===== config.mk =====
export PLATFORM = sky130hd
export DESIGN_NAME = encrypt_sequencer_flat
export DESIGN_NICKNAME = d
export VERILOG_FILES = /design/src/rtl/encrypt_sequencer_pkg.sv /design/src/rtl/encrypt_sequencer_if.sv /design/src/rtl/encrypt_sequencer_lfsr7_step.sv /design/src/rtl/encrypt_sequencer.sv /design/src/flat_wrapper.sv
export SDC_FILE = /design/constraint.sdc
export NUM_CORES = 1
export LEC_CHECK = 0
export ABC_AREA = 1
export CORE_MARGIN = 2
export CORE_UTILIZATION = 49
export CTS_CLUSTER_SIZE = 10
export DETAILED_ROUTE_END_ITERATION = 7
export HOLD_SLACK_MARGIN = 0.1
export PLACE_DENSITY = 0.69
export SLEW_MARGIN = 20
export SYNTH_ARGS = -nofsm -noshare
export SYNTH_HDL_FRONTEND = slang
export SYNTH_HIERARCHICAL = 1
export SYNTH_SLANG_ARGS = --single-unit

===== constraint.sdc =====
create_clock -name Clk -period 3.7 [get_ports Clk]
set_input_delay 0.925 -clock Clk [delete_from_list [all_inputs] [get_ports Clk]]
set_output_delay 0.925 -clock Clk [all_outputs]
set_load 0.01 [all_outputs]

===== src/rtl/encrypt_sequencer_pkg.sv =====
// Shared constants, state encoding and parameter-decoding helpers for the
// Program #1 encryption sequencer.
package encrypt_pkg;

  localparam logic [7:0] ADDR_PRE  = 8'd61;
  localparam logic [7:0] ADDR_PTN  = 8'd62;
  localparam logic [7:0] ADDR_SEED = 8'd63;
  localparam logic [7:0] PRE_MIN   = 8'd10;
  localparam logic [7:0] PRE_MAX   = 8'd15;
  localparam logic [7:0] SPACE     = 8'h20;

  localparam logic [6:0] TAP_TBL [9] = '{7'h60, 7'h48, 7'h78, 7'h72, 7'h6A,
                                         7'h69, 7'h5C, 7'h7E, 7'h7B};

  typedef enum logic [2:0] {IDLE, P0, P1, P2, P3, FETCH, WRITE, DONE} state_t;

  // Preamble length is held to the 10..15 window.
  function automatic logic [3:0] clamp_pre(input logic [7:0] v);
    logic [3:0] r;
    if (v < PRE_MIN)      r = PRE_MIN[3:0];
    else if (v > PRE_MAX) r = PRE_MAX[3:0];
    else                  r = v[3:0];
    return r;
  endfunction

  // Tap pattern selection: low nibble 8 picks the ninth entry, otherwise bits [2:0].
  function automatic logic [6:0] tap_sel(input logic [7:0] v);
    logic [3:0] sel;
    sel = (v[3:0] == 4'd8) ? 4'd8 : {1'b0, v[2:0]};
    return TAP_TBL[sel];
  endfunction

endpackage


===== src/rtl/encrypt_sequencer_if.sv =====
// Data-memory master/slave bus used by the encryption sequencer.
interface encrypt_sequencer_if;
  logic [7:0] addr;
  logic       rd_en;
  logic       wr_en;
  logic [7:0] wdata;
  logic [7:0] rdata;

  modport master (output addr, rd_en, wr_en, wdata, input rdata);
  modport slave  (input addr, rd_en, wr_en, wdata, output rdata);
endinterface


===== src/rtl/encrypt_sequencer_lfsr7_step.sv =====
// Combinational one-step advance of the 7-bit Fibonacci LFSR.
module lfsr7_step (
  input  logic [6:0] state,
  input  logic [6:0] taps,
  output logic [6:0] next
);
  assign next = {state[5:0], ^(state & taps)};
endmodule


===== src/rtl/encrypt_sequencer.sv =====
// Program #1 encryption sequencer: reads parameters from data memory, walks
// the padded message, LFSR-encrypts each byte with even parity in bit 7 and
// writes the result to the output window.
module encrypt_sequencer
  import encrypt_pkg::*;
#(
  parameter int unsigned MSG_LEN  = 64,
  parameter int unsigned SRC_MAX  = 60,
  parameter int unsigned OUT_BASE = 64
) (
  input  logic                Clk,
  input  logic                Reset,
  input  logic                Start,
  output logic                Ack,
  encrypt_sequencer_if.master mem
);

  state_t     state, next_state;
  logic       start_q;
  logic [6:0] idx;
  logic [6:0] lfsr, taps, lfsr_next;
  logic [3:0] pre;

  logic [7:0] idx_w, off, src, cipher;
  logic [6:0] mixed;
  logic       in_range;

  logic [7:0] addr, wdata;
  logic       rd_en, wr_en;

  lfsr7_step u_step (.state(lfsr), .taps(taps), .next(lfsr_next));

  // Source window test; idx-pre is only meaningful once idx >= pre.
  assign idx_w    = {1'b0, idx};
  assign off      = idx_w - {4'b0, pre};
  assign in_range = (idx_w >= {4'b0, pre}) && (off <= 8'(SRC_MAX));

  // The WRITE cycle re-evaluates in_range with the same idx, so padding needs no flag.
  assign src    = in_range ? mem.rdata : SPACE;
  assign mixed  = src[6:0] ^ lfsr;
  assign cipher = {^mixed, mixed};

  // State, launch detect, parameter capture, counters and Ack register.
  always_ff @(posedge Clk or negedge Reset) begin
    if (!Reset) begin
      state   <= IDLE;
      start_q <= 1'b1;
      Ack     <= 1'b0;
      idx     <= '0;
      lfsr    <= '0;
      taps    <= '0;
      pre     <= '0;
    end else begin
      state   <= next_state;
      start_q <= Start;
      Ack     <= (state == DONE) && !Start;
      case (state)
        P1: pre  <= clamp_pre(mem.rdata);
        P2: taps <= tap_sel(mem.rdata);
        P3: begin
          lfsr <= (mem.rdata[6:0] == 7'd0) ? 7'h01 : mem.rdata[6:0];
          idx  <= '0;
        end
        WRITE: begin
          lfsr <= lfsr_next;
          idx  <= idx + 7'd1;
        end
        default: ;
      endcase
    end
  end

  // Next-state and memory strobes/address/data decode.
  always_comb begin
    next_state = state;
    addr       = '0;
    rd_en      = 1'b0;
    wr_en      = 1'b0;
    wdata      = '0;
    case (state)
      IDLE: if (!Start && start_q) next_state = P0;
      P0: begin
        addr = ADDR_PRE;  rd_en = 1'b1; next_state = P1;
      end
      P1: begin
        addr = ADDR_PTN;  rd_en = 1'b1; next_state = P2;
      end
      P2: begin
        addr = ADDR_SEED; rd_en = 1'b1; next_state = P3;
      end
      P3: next_state = FETCH;
      FETCH: begin
        if (in_range) begin
          addr  = off;
          rd_en = 1'b1;
        end
        next_state = WRITE;
      end
      WRITE: begin
        addr       = 8'(OUT_BASE) + idx_w;
        wr_en      = 1'b1;
        wdata      = cipher;
        next_state = (idx == 7'(MSG_LEN - 1)) ? DONE : FETCH;
      end
      DONE: if (Start) next_state = IDLE;
      default: next_state = IDLE;
    endcase
  end

  assign mem.addr  = addr;
  assign mem.rd_en = rd_en;
  assign mem.wr_en = wr_en;
  assign mem.wdata = wdata;

endmodule


===== src/flat_wrapper.sv =====
// flat-port wrapper written by rule: the top's interface ports become plain ports
module encrypt_sequencer_flat import encrypt_pkg::*;
#(
  parameter int unsigned MSG_LEN  = 64,
  parameter int unsigned SRC_MAX  = 60,
  parameter int unsigned OUT_BASE = 64
)
  (Clk, Reset, Start, Ack, mem_addr, mem_rd_en, mem_wr_en, mem_wdata, mem_rdata);
  encrypt_sequencer_if mem_i ();
  input  logic Clk;
  input  logic Reset;
  input  logic Start;
  output logic Ack;
  output wire logic [$bits(mem_i.addr)-1:0] mem_addr;
  output wire logic [$bits(mem_i.rd_en)-1:0] mem_rd_en;
  output wire logic [$bits(mem_i.wr_en)-1:0] mem_wr_en;
  output wire logic [$bits(mem_i.wdata)-1:0] mem_wdata;
  input wire logic [$bits(mem_i.rdata)-1:0] mem_rdata;
  assign mem_addr = mem_i.addr;
  assign mem_rd_en = mem_i.rd_en;
  assign mem_wr_en = mem_i.wr_en;
  assign mem_wdata = mem_i.wdata;
  assign mem_i.rdata = mem_rdata;
  encrypt_sequencer #(.MSG_LEN(MSG_LEN), .SRC_MAX(SRC_MAX), .OUT_BASE(OUT_BASE)) u_core (.Clk(Clk), .Reset(Reset), .Start(Start), .Ack(Ack), .mem(mem_i));
endmodule

Yosys cells after proc, flatten, opt, wreduce, memory -nomap -nowiden --
Memories as Yosys holds them, arrays and structs flattened. A register that Yosys moved wholly into a read port is not among the register bits. Cells that the tools add are included. Widths: inputs -> output; s select.
Storage, ports and cells: register bits after elaboration 23, ROM bits 112, bits of input ports 11, logic and storage cells 57, memories 1
Cells by class: add/subtract/negate cells 3, magnitude comparators 4, equality and inequality tests 11, multiplexer cells 17, bitwise gates (word level) 3, reduce and logical (&&, ||, !) cells 12
Memories:
- (no name shown) | depth 16, bits a word 7, rd ports 1, clocked after Yosys merged registers in 1, wr ports 0, RTL line encrypt_sequencer_pkg.sv:30 | return TAP_TBL[sel];
Operators with widths (number):
- $pmux 8 s5 | 1
- $pmux 7 s2 | 2
- $pmux 3 s8 | 1
- $mux 8 | 2
- $mux 7 | 2
- $reduce_xor 7->1 | 2
- $eq 3x3->1 const B | 4
- $mux 4 | 3
- $add 7x7->8 const A | 1
- $gt 8x4->1 const B | 1
- $le 8x6->1 const B | 1
- $lt 8x4->1 const B | 1
- $sub 7x4->8 | 1
- $add 7x1->7 const B | 1
- $and 7x7->7 | 1
- $eq 7x6->1 const B | 1
- $ge 7x4->1 | 1
- $logic_not 7->1 | 1
- $xor 7x7->7 | 1
- $eq 3x2->1 const B | 2
- $mux 3 | 2
- $not 4->5 | 1
- $eq 4x4->1 const B | 1
- $eq 3x1->1 const B | 1
- other kinds (11) | 15

Longest topological paths before layout --
Gate-level depths: netlist of run 1.
depth after elaboration 7, depth in mapped cells 22, mapped depth without buffers 21

Modules after synthesis --
Netlist of run 1, hierarchy kept.
By module, submodules not included:
- encrypt_sequencer | instances 1, cells each 307, area an instance 2167.1 um^2, sequential area each 752.0 um^2
- lfsr7_step | instances 1, cells each 50, area an instance 231.5 um^2, sequential area each 0.0 um^2

Worst setup path after synthesis of run 1 --
Ideal clock, no wire load.
path kind reg2out, start register u_core.idx[0], end output port mem_wdata[7], data arrival time 2.273 ns, slack 0.502 ns, stages on the path, launching flop included 22, path buffers 1, cell sequence dfrtp_1 -> inv_1 -> ha_1 -> fa_1 -> nand2_1 -> inv_1 -> nor2_1 -> nand3_1 -> nor2_2 -> nand2_2 -> buf_6 -> nand3_1 -> nand2_1 -> nand2_2 -> inv_2 -> nand2_1 -> nand2_1 -> nand2_1 -> nand2_1 -> nand2_1 -> nand2_1 -> nor2_2
Between the ends: longest elaborated chain between the ends 7
RTL lines:
- start: declaration | RTL line encrypt_sequencer.sv:20 | logic [6:0] idx;
- start signal: assignment | RTL line encrypt_sequencer.sv:66 | idx <= idx + 7'd1;
- $sub 7x4->8 | RTL line encrypt_sequencer.sv:35 | assign off = idx_w - {4'b0, pre};
- $le 8x6->1 | RTL line encrypt_sequencer.sv:36 | assign in_range = (idx_w >= {4'b0, pre}) && (off <= 8'(SRC_MAX));
- $logic_and 1x1->1 (*) | RTL line encrypt_sequencer.sv:36
- $mux 7 (*) | RTL line encrypt_sequencer.sv:39 | assign src = in_range ? mem.rdata : SPACE;
- $xor 7x7->7 (*) | RTL line encrypt_sequencer.sv:40 | assign mixed = src[6:0] ^ lfsr;
- $reduce_xor 7->1 (*) | RTL line encrypt_sequencer.sv:41 | assign cipher = {^mixed, mixed};
- $mux 8 (*) | RTL line encrypt_sequencer.sv:80 | case (state)
- end: declaration | RTL line flat_wrapper.sv:17 | output wire logic [$bits(mem_i.wdata)-1:0] mem_wdata;
Mark *: on every way between the ends. The rest lies on a longest branch, timed or not.

Final worst setup path of run 1 --
Same ends and word-level chain as after synthesis.

==> results of run 1 <==
[power by group through the flow]
stage / Combinational, uW / Clock, uW / Sequential, uW
finish: 1200 / 343 / 547
global route: 1360 / 362 / 558
CTS: 1130 / 350 / 541
detailed placement: 1170 / 0 / 547
global placement: 1150 / 0 / 545
floorplan: 796 / 0 / 511
[flip-flops by register name, summed over array words and instances (netlist names)]
register	flops
u_core/state	3
u_core/pre	4
u_core/idx	7
u_core/start_q	1
u_core/lfsr	7
u_core/taps	7
u_core/Ack	1
[cell families (layout without fill, tap and decap cells)]
kind of cell             count (synthesis)  after routing
adder cells (fa/ha/maj)                 10             10
AND/OR/NAND/NOR                        202            203
flip-flops                              30             30
AO/OA/AOI/OAI                           45             45
buffers and inverters                   70            123
[final cells by class]
| class | instances | area, sq um | share of cell area (%) |
|---|---|---|---|
| clock buffers | 7 | 86.3 | 2.80 |
| repair buffers | 58 | 495 | 16.1 |
| flip-flops and latches | 30 | 752 | 24.4 |
| inverters | 57 | 214 | 6.94 |
| multi-input cells | 258 | 1420 | 46.1 |
| well taps | 67 | 83.8 | 2.72 |
| clock inverters | 1 | 30.0 | 0.974 |
[path summary, 6_finish.rpt]
check / depth (start not counted) / end / startpoint
max: 21 / mem_wdata[7] / u_core/idx[0]
min: 2 / u_core/pre[3] / u_core/pre[3]
max reg2reg: 6 / u_core/lfsr[0] / u_core/state[2]
min reg2reg: 2 / u_core/pre[3] / u_core/pre[3]
max in group asynchronous: 2 / u_core/start_q / Reset
min in group asynchronous: 2 / u_core/pre[1] / Reset
[worst reg2reg max path, delay by kind of cell, from the launching register on]
kind | cells | cell delay [ns]
buffers and inverters | 2 | 0.44
and+or+nand+nor | 3 | 0.77
AOI/OAI and AO/OA | 1 | 0.27
DFF | 1 | 0.46
[cells in the mapped netlist (all sizes together) (2+ instances only)]
library cell	number	area (sq um)
nor2	35	146
dfrtp	29	726
o211ai	4	30.0
a21oi	6	33.8
a31oi	4	25.0
nand2	125	512
o221ai	9	78.8
a22oi	3	22.5
ha	9	113
nor3	4	25.0
or2	2	12.5
inv	56	210
nand4	9	56.3
buf	12	93.8
o21ai	13	65.1
nand3	25	135
[metrics by stage]
stage / util (%) / setup slack [ns] / cells / instance area [sq um] / hold WS [ns]
final: 65.3 / 0.0631 / 478 / 3080 / 0.468
after global routing: 65.3 / -0.171 / 478 / 3080 / 0.472
after CTS: 63.3 / -0.116 / 473 / 2990 / 0.464
after detailed placement: 60.9 / -0.171 / 465 / 2880 / 0.448
after global placement: 60.9 / -0.0851 / 465 / 2880 / 0.445
after floorplan: - / 0.502 / 357 / 2400 / 0.426
[layer usage]
metal / track usage [%] / vias to the layer above / wire, um
li1: - / 1260 / -
met1: 31.4 / 1146 / 2650
met2: 41.2 / 87 / 3050
met3: 3.93 / 15 / 351
met4: 9.49 / 0 / 187
met5: 0 / - / 0
[repair_timing]
action	4_1_cts	5_1_grt
gates resized for setup	21	25
pin swaps	1	14
setup buffers	0	4
endpoints found under the setup margin	15	15
hold endpoints to repair	0	0
gates cloned	0	1
==> flow_summary.ini, run 1 <==
[outcome]
status = finished clean

[drt]
firstDrtPassIters = 4
vias = 2508
routedWlPerCell_um = 13.0
ant_nets = 0
drc_errors = 0
drtIter0Drc = 204
via_per_inst = 5.25
routed_wl_um = 6230

[setup_path]
path_max_fanout = 6
path_buf_inv = 3
worstSetupPathType = reg -> out
slowest_delay_ns = 0.44
cp-end-kind = output pin
worstPathRequired_ns = 2.77
crit_path_cell_trace = inv_2 > ha_4 > fa_2 > nand2_1 > inv_1 > nor2_2 > nand3_2 > nor2_4 > nand2_4 > nand2_4 > nor2_2 > nand2_1 > nand2_2 > nand2_2 > nand2_1 > nand2_1 > nand2_1 > nand2_1 > nand2_1 > nor2_2 > buf_2
cp.arrival_ns = 2.71
rrSetupSlack_ns = 1.65
crit_top_cell = nand2_1
cp_slowest_cell = fa_2
cp_top_family = simple AND/OR/NAND/NOR gates
critPathLaunchType = flop

[yosys]
netlist_instances = 357
synth_fp_nets = 378
synthSimpleGateAreaFrac_pct = 37.5
synth_ff_type = dfrtp_1
synth_cell_type_count = 39
synth_area_sq_um = 2400
synth.mux.area_fraction_pct = 0
synth.avg_cell_area_sq_um = 6.72
synth-async-reset-ratio_pct = 100
synth_xor_area_share_pct = 0
synth-seq-cells = 30
yosys_warnings = 6
synth_compound_area_share_pct = 12.6
yosysSeqAreaShare_pct = 31.4
synth_edf_count = 0
synth_top_family_by_area = simple AND/OR/NAND/NOR gates
synthAdderAreaFrac_pct = 5.53

[sta]
clock.fmax_mhz = 275
min_period_ns = 3.64
fin_skew_ns = 0.00861
max_slew_margin_pct = 64.2
finalHoldViolCount = 0
setup_violations = 0
period_share_pct = 98.3
setup_tns_ns = 0
rsz0062_at_grt = yes
drv_slew = 0
tightest_slew_ns = 0.532

[placed_design]
dp_hpwl_um = 4570
numPortBuffers = 29
finalWeightedCongestion = 0.889

[clock_tree]
cts_buffers = 5
htree_levels = 2
clkLatencyLatePin_ns = 0.28
hold_buffers = 0
clock_path_buffers = 2
clockRootBuffer = clkbuf_8
clk_pin_slew_ns = 0.06
cts_tree = done
cts.sinks = 30

[power]
power_switching_uw = 919
p_leak_uw = 0.00161
power_uw = 2090
internal-power_uw = 1180
seqPwrFrac_pct = 26.1
powerDensity_nw_per_um2 = 679
power_frac_comb_pct = 57.5
max-vdd-ir-drop_mv = 0.465
switching_share_pct = 43.9
pwr-share-clk_pct = 16.4

[global_route]
grt_usage_pct = 24.4
antenna_found_initial = 0
grt_pass1_vias = 2279
grt_pass1_wl_um = 10300
grt_start_max_net_pins = 31
grt_overflow = 0

[finish]
most-common-layout-cells = nand2_1, inv_1, dfrtp_1, nor2_1, buf_4
drive_gt1_share_pct = 23.8
area_growth_pct = 28.5
nFillCells = 411
insertedDiodeCount = 0
layout_commonest_cell = nand2_1
final_net_count = 431

[floorplanning]
placeableCoreArea_sq_um = 4720
die_x_um = 74.0
initial_utilization_pct = 50.8
io_pins = 30
die-area_sq_um = 5470
die_h_um = 74.0
rows = 25

[worst_hold_path]
hold_path_class = reg -> reg

[flow_run]
maxCapViolations = 0
(Power assumes the default switching activity.)
==> run 2: changes to the inputs <==
- HOLD_SLACK_MARGIN: 0.1 -> 0.05
==> results of run 2 <==
Same layout as run 1: the final DEF is identical, and so are final timing and power.
==> variant 1, RTL diff (config.mk and constraints of run 2) <==
Reset style: synchronous (`Reset`), changed in one clocked block.
--- a/src/rtl/encrypt_sequencer.sv
+++ b/src/rtl/encrypt_sequencer.sv
@@ -41,7 +41,7 @@
   assign cipher = {^mixed, mixed};
 
   // State, launch detect, parameter capture, counters and Ack register.
-  always_ff @(posedge Clk or negedge Reset) begin
+  always_ff @(posedge Clk) begin
     if (!Reset) begin
       state   <= IDLE;
       start_q <= 1'b1;
Behaviour: differs if Reset is asserted again (counterexample within 4 cycles, from zero or initial values and one cycle with Reset low); with Reset held inactive, the same outputs for 10 cycles.
==> variant 1 against run 2 <==
  * Core utilization shrank 0.40 points
  * Wire length grew 11%
  * Clock skew shrank 2.6 ps
  * Register-to-register slack gained 340 ps
  * Area after synthesis is the same
  * Setup slack lost 1.0 ps
  * Non-clock buffer count grew 1
  * Sequential cell count is the same
  * Fmax is essentially flat
  * Final area shrank 0.61%
  * Largest cell class unchanged
Power is not compared: it rests on default switching activity, and its combinational part moved more than twofold at a synthesized area within 25%.
==> variant 1: results (changes against run 2) <==
metric;value;unit;change
run_status;finished clean;;
drive_gt1_share;20.4;%;-3.5 points
final-nonclk-buf-share;16.6;%;+0.55 points
multiInputGateArea;1530;um^2;+7.6%
hpwlAfterDp;5.00;mm;+9.4%
seq_area;603;um^2;-20%
placed_cell_area;2840;um^2;-1.1%
nNonClkBuffers;59;;+1.7%
rrSetupSlack;1990;ps;+340 ps
skew;5.97;ps;-2.64 ps
async_flop_share;0;%;-100 points
holdCritStartpoint;u_core/taps[2]$_SDFFE_PN0N_;;
via_count;2664;;+6.2%
dpl.cell_count;494;;+6.2%
synth_area_leaders;dfxtp_1, nand2_1, inv_1;;
yosys.cell_types.count;33;;-15%
clk_share;3.10;%;-0.67 points
fillCellCount;453;;+10%
netlist_instances;388;;+8.7%
yosysSeqAreaShare;25.0;%;-6.3 points
dp_worst_setup_slack;-132;ps;+39.1 ps
nClkBuffers;6;;-1
place.gp.congestion;0.954;;+7.3%
track_usage;27.1;%;+2.7 points
crit_fanout;11;;+5
peakVddDrop;0.252;mV;
area_growth;27.8;%;
r2r_start;u_core/state[2]$_SDFFE_PN0P_;;
synth.net_count;409;;+8.2%
finalNetCount;462;;+7.2%
detail_route.wl_per_cell;13.6;um;+4.4%
grt_max_degree;17;;-45%
synth_compound_area_share;13.9;%;+1.3 points
holdPathEnd;u_core/taps[2]$_SDFFE_PN0N_;;
r2r_end;u_core/state[1]$_SDFFE_PN0P_;;
grt_pass1_wl;11.5;mm;+12%
dr.first_iter.drc_count;287;;+41%
multi_input_comb_cells;280;;+8.5%
reg2regPathDepth;8;;+2
==> variant 1: how the worst max path moves through the flow <==
stage,from,end,slack (ps),cells past startpoint
2_1_floorplan,u_core/idx[0]$_SDFFE_PN0P_,mem_wdata[7],440,19
3_5_place_dp,u_core/idx[0]$_SDFFE_PN0P_,mem_wdata[7],-130,19
6_report,u_core/idx[0]$_SDFFE_PN0P_,mem_wdata[7],60,20
3_3_place_gp,u_core/idx[0]$_SDFFE_PN0P_,mem_wdata[7],-60,19
4_1_cts,u_core/idx[0]$_SDFFE_PN0P_,mem_wdata[7],-100,20
5_1_grt,u_core/idx[0]$_SDFFE_PN0P_,mem_wdata[7],-180,20
==> variant 1: critical path: stages, from the launching register on <==
cell and delay [ps]:
dfxtp_2 330, inv_2 50, ha_4 160, fa_2 440, nand2_1 70, inv_1 40
nor2_2 110, nand3_2 90, nor2_4 130, nand2_4 60, buf_6 150, nand3_1 70
nand2_1 60, nand2_2 100, nor2_1 60, nor2_2 90, nand2_1 70, nand3_1 80
nand2_1 50, nor2_1 80, buf_2 130
==> variant 1: repair_timing <==
action | in CTS | in global routing
endpoints found under the setup margin | 15 | 15
pin swaps | 5 | 9
buffers inserted | 5 | 2
resized for setup | 30 | 21
==> variant 1: power groups by stage <==
stage               Combinational (mW)  Clock [mW]  Sequential [mW]
floorplan                        0.298           0            0.355
global route                     0.567       0.306            0.356
global placement                 0.424           0            0.359
CTS                              0.450       0.292            0.352
finish                           0.511       0.287            0.354
detailed placement               0.430           0            0.359
==> variant 1: routing by layer <==
layer	track usage [%]	up-vias	part of all wire, %
li1	-	1355	-
met1	37.6	1229	46
met2	42.4	71	46
met3	5.96	9	6.1
met4	8.08	0	1.1
met5	0	-	0
==> variant 2, RTL diff (flow settings as in run 2) <==
Made on the original files. `SRC_MAX` is set to 60 in 2 places; all go to 30.
--- a/src/rtl/encrypt_sequencer.sv
+++ b/src/rtl/encrypt_sequencer.sv
@@ -5,7 +5,7 @@
   import encrypt_pkg::*;
 #(
   parameter int unsigned MSG_LEN  = 64,
-  parameter int unsigned SRC_MAX  = 60,
+  parameter int unsigned SRC_MAX  = 30,
   parameter int unsigned OUT_BASE = 64
 ) (
   input  logic                Clk,
--- a/src/flat_wrapper.sv
+++ b/src/flat_wrapper.sv
@@ -2,7 +2,7 @@
 module encrypt_sequencer_flat import encrypt_pkg::*;
 #(
   parameter int unsigned MSG_LEN  = 64,
-  parameter int unsigned SRC_MAX  = 60,
+  parameter int unsigned SRC_MAX  = 30,
   parameter int unsigned OUT_BASE = 64
 )
   (Clk, Reset, Start, Ack, mem_addr, mem_rd_en, mem_wr_en, mem_wdata, mem_rdata);
Behaviour: no difference found for any inputs over 10 cycles, from zero or initial values and one cycle with Reset low; that may be too few to reach the edited logic, so the function may still have changed.
==> variant 2 against run 2 <==
  * Area after synthesis rose by 0.83%
  * Clock skew down 2.2 ps
  * Final area rose by 0.97%
  * Power increased by 3.8%
  * Wire length up 3.6%
  * Critical endpoint unchanged
  * Synthesized cell count grew 1.1%
  * Worst hold slack improved by 29 ps
  * Die area grew 0.79%
  * Sequential cell count stayed put
  * Largest power group unchanged
  * Core utilization up 0.20 points
  * Setup slack better by 18 ps
  * Global-route usage grew 0.86 points
==> variant 2: results (changes against run 2) <==
metric;value;unit;change
finalNetCount;433;;+0.46%
cts_setup_buffers;1;;+1
run_status;finished clean;;
p_leak;1.62;nW;+1.1%
totalWireLength;6.46;mm;+3.6%
max_stage_delay;410;ps;-30 ps
peakVddDrop;0.381;mV;-18%
synth.net_count;382;;+1.1%
grt_antenna_before_repair;0;;unchanged
fin_cells;480;;+0.42%
cap_violations;0;;unchanged
place.gp.congestion;0.976;;+9.7%
placed_cell_area;2870;um^2;-0.17%
track_usage;25.2;%;+0.86 points
port_buffers;29;;unchanged
netlist_instances;361;;+1.1%
crit_fanout;5;;-1
skew;6.37;ps;-2.24 ps
hold_path_class;reg2reg;;
dp_worst_setup_slack;-132;ps;+38.6 ps
yosys.cell_types.count;38;;-2.6%
yosysSeqAreaShare;31.1;%;-0.26 points
antenna_left;0;;unchanged
num_antenna_cells;0;;unchanged
cp.arrival;2690;ps;-20 ps
dpl.cell_count;466;;+0.22%
worst_path_max_delay_cell;dfrtp_1;;
ctsResizeCount;27;;+29%
grt_pass1_wl;10.5;mm;+2.8%
dr.first_iter.drc_count;226;;+11%
hpwlAfterDp;4.60;mm;+0.59%
ys_top_cells_by_count;nand2_1, inv_1, nor2_1;;
synth_area_leaders;dfrtp_1, nand2_1, inv_1;;
crit_start;u_core/pre[0]$_DFFE_PN0P_;;
drive_gt1_share;24.9;%;+1.1 points
fillCellCount;442;;+7.5%
relSlewSlack;48.4;%;-16 points
via_count;2538;;+1.2%
drt-pass1-iter-count;5;;+1
ctsRootBufferMaster;clkbuf_8;;
grt_pass1_vias;2213;;-2.9%
seq_area;753;um^2;+0.17%
[variant 2: changes by cell type in the layout (fill, tap and decap cells not counted), moves of 3 or more]
cell / before / now
o21ai_2: 0 / 3
a21oi_1: 5 / 10
nand2_2: 21 / 24
o22ai_1: 1 / 7
nand2_1: 102 / 91
nand3b_1: 0 / 3
dlygate4sd2_1: 12 / 8
inv_1: 40 / 44
o221ai_1: 9 / 3
o21ai_0: 11 / 17
a31oi_1: 4 / 0
[variant 2: cells by family after synthesis]
kind of cell	share of synthesized area (%)
compound gates	12.5
xor+xnor	0.724
flops	31.1
simple gates	37.4
buf+inv	12.8
fa+ha+maj	5.48
[variant 2: worst paths after layout]
check	end	depth (start not counted)	slack [ps]
max	mem_wdata[7]	19	80
min	u_core/pre[3]$_DFFE_PN0P_	2	500
max reg2reg	u_core/lfsr[0]$_DFFE_PN0P_	6	1510
min reg2reg	u_core/pre[3]$_DFFE_PN0P_	2	500
max in group asynchronous	u_core/start_q$_DFF_PN1_	2	2340
min in group asynchronous	u_core/taps[1]$_DFFE_PN0P_	2	1040
[variant 2: routing by layer]
layer	GRT usage (%)	vias to the layer above	share of wire, %
met5	0	-	0
met4	5.56	0	1.2
met3	5.28	12	5.3
met2	39.9	87	48
met1	36.0	1179	46
li1	-	1260	-
[variant 2: report_power, final]
part | total (mW) | switching, mW | internal, mW
combinational | 1.27 | 0.727 | 0.539
clock | 0.346 | 0.126 | 0.219
sequential | 0.563 | 0.121 | 0.442
[variant 2: cell type report]
cell class / instances / share of cell area [%]
well taps: 67 / 2.69
flip-flops and latches: 30 / 24.2
multi-input cells: 261 / 47.5
repair buffers: 55 / 14.6
clock inverters: 1 / 0.965
clock buffers: 7 / 2.77
inverters: 59 / 7.19
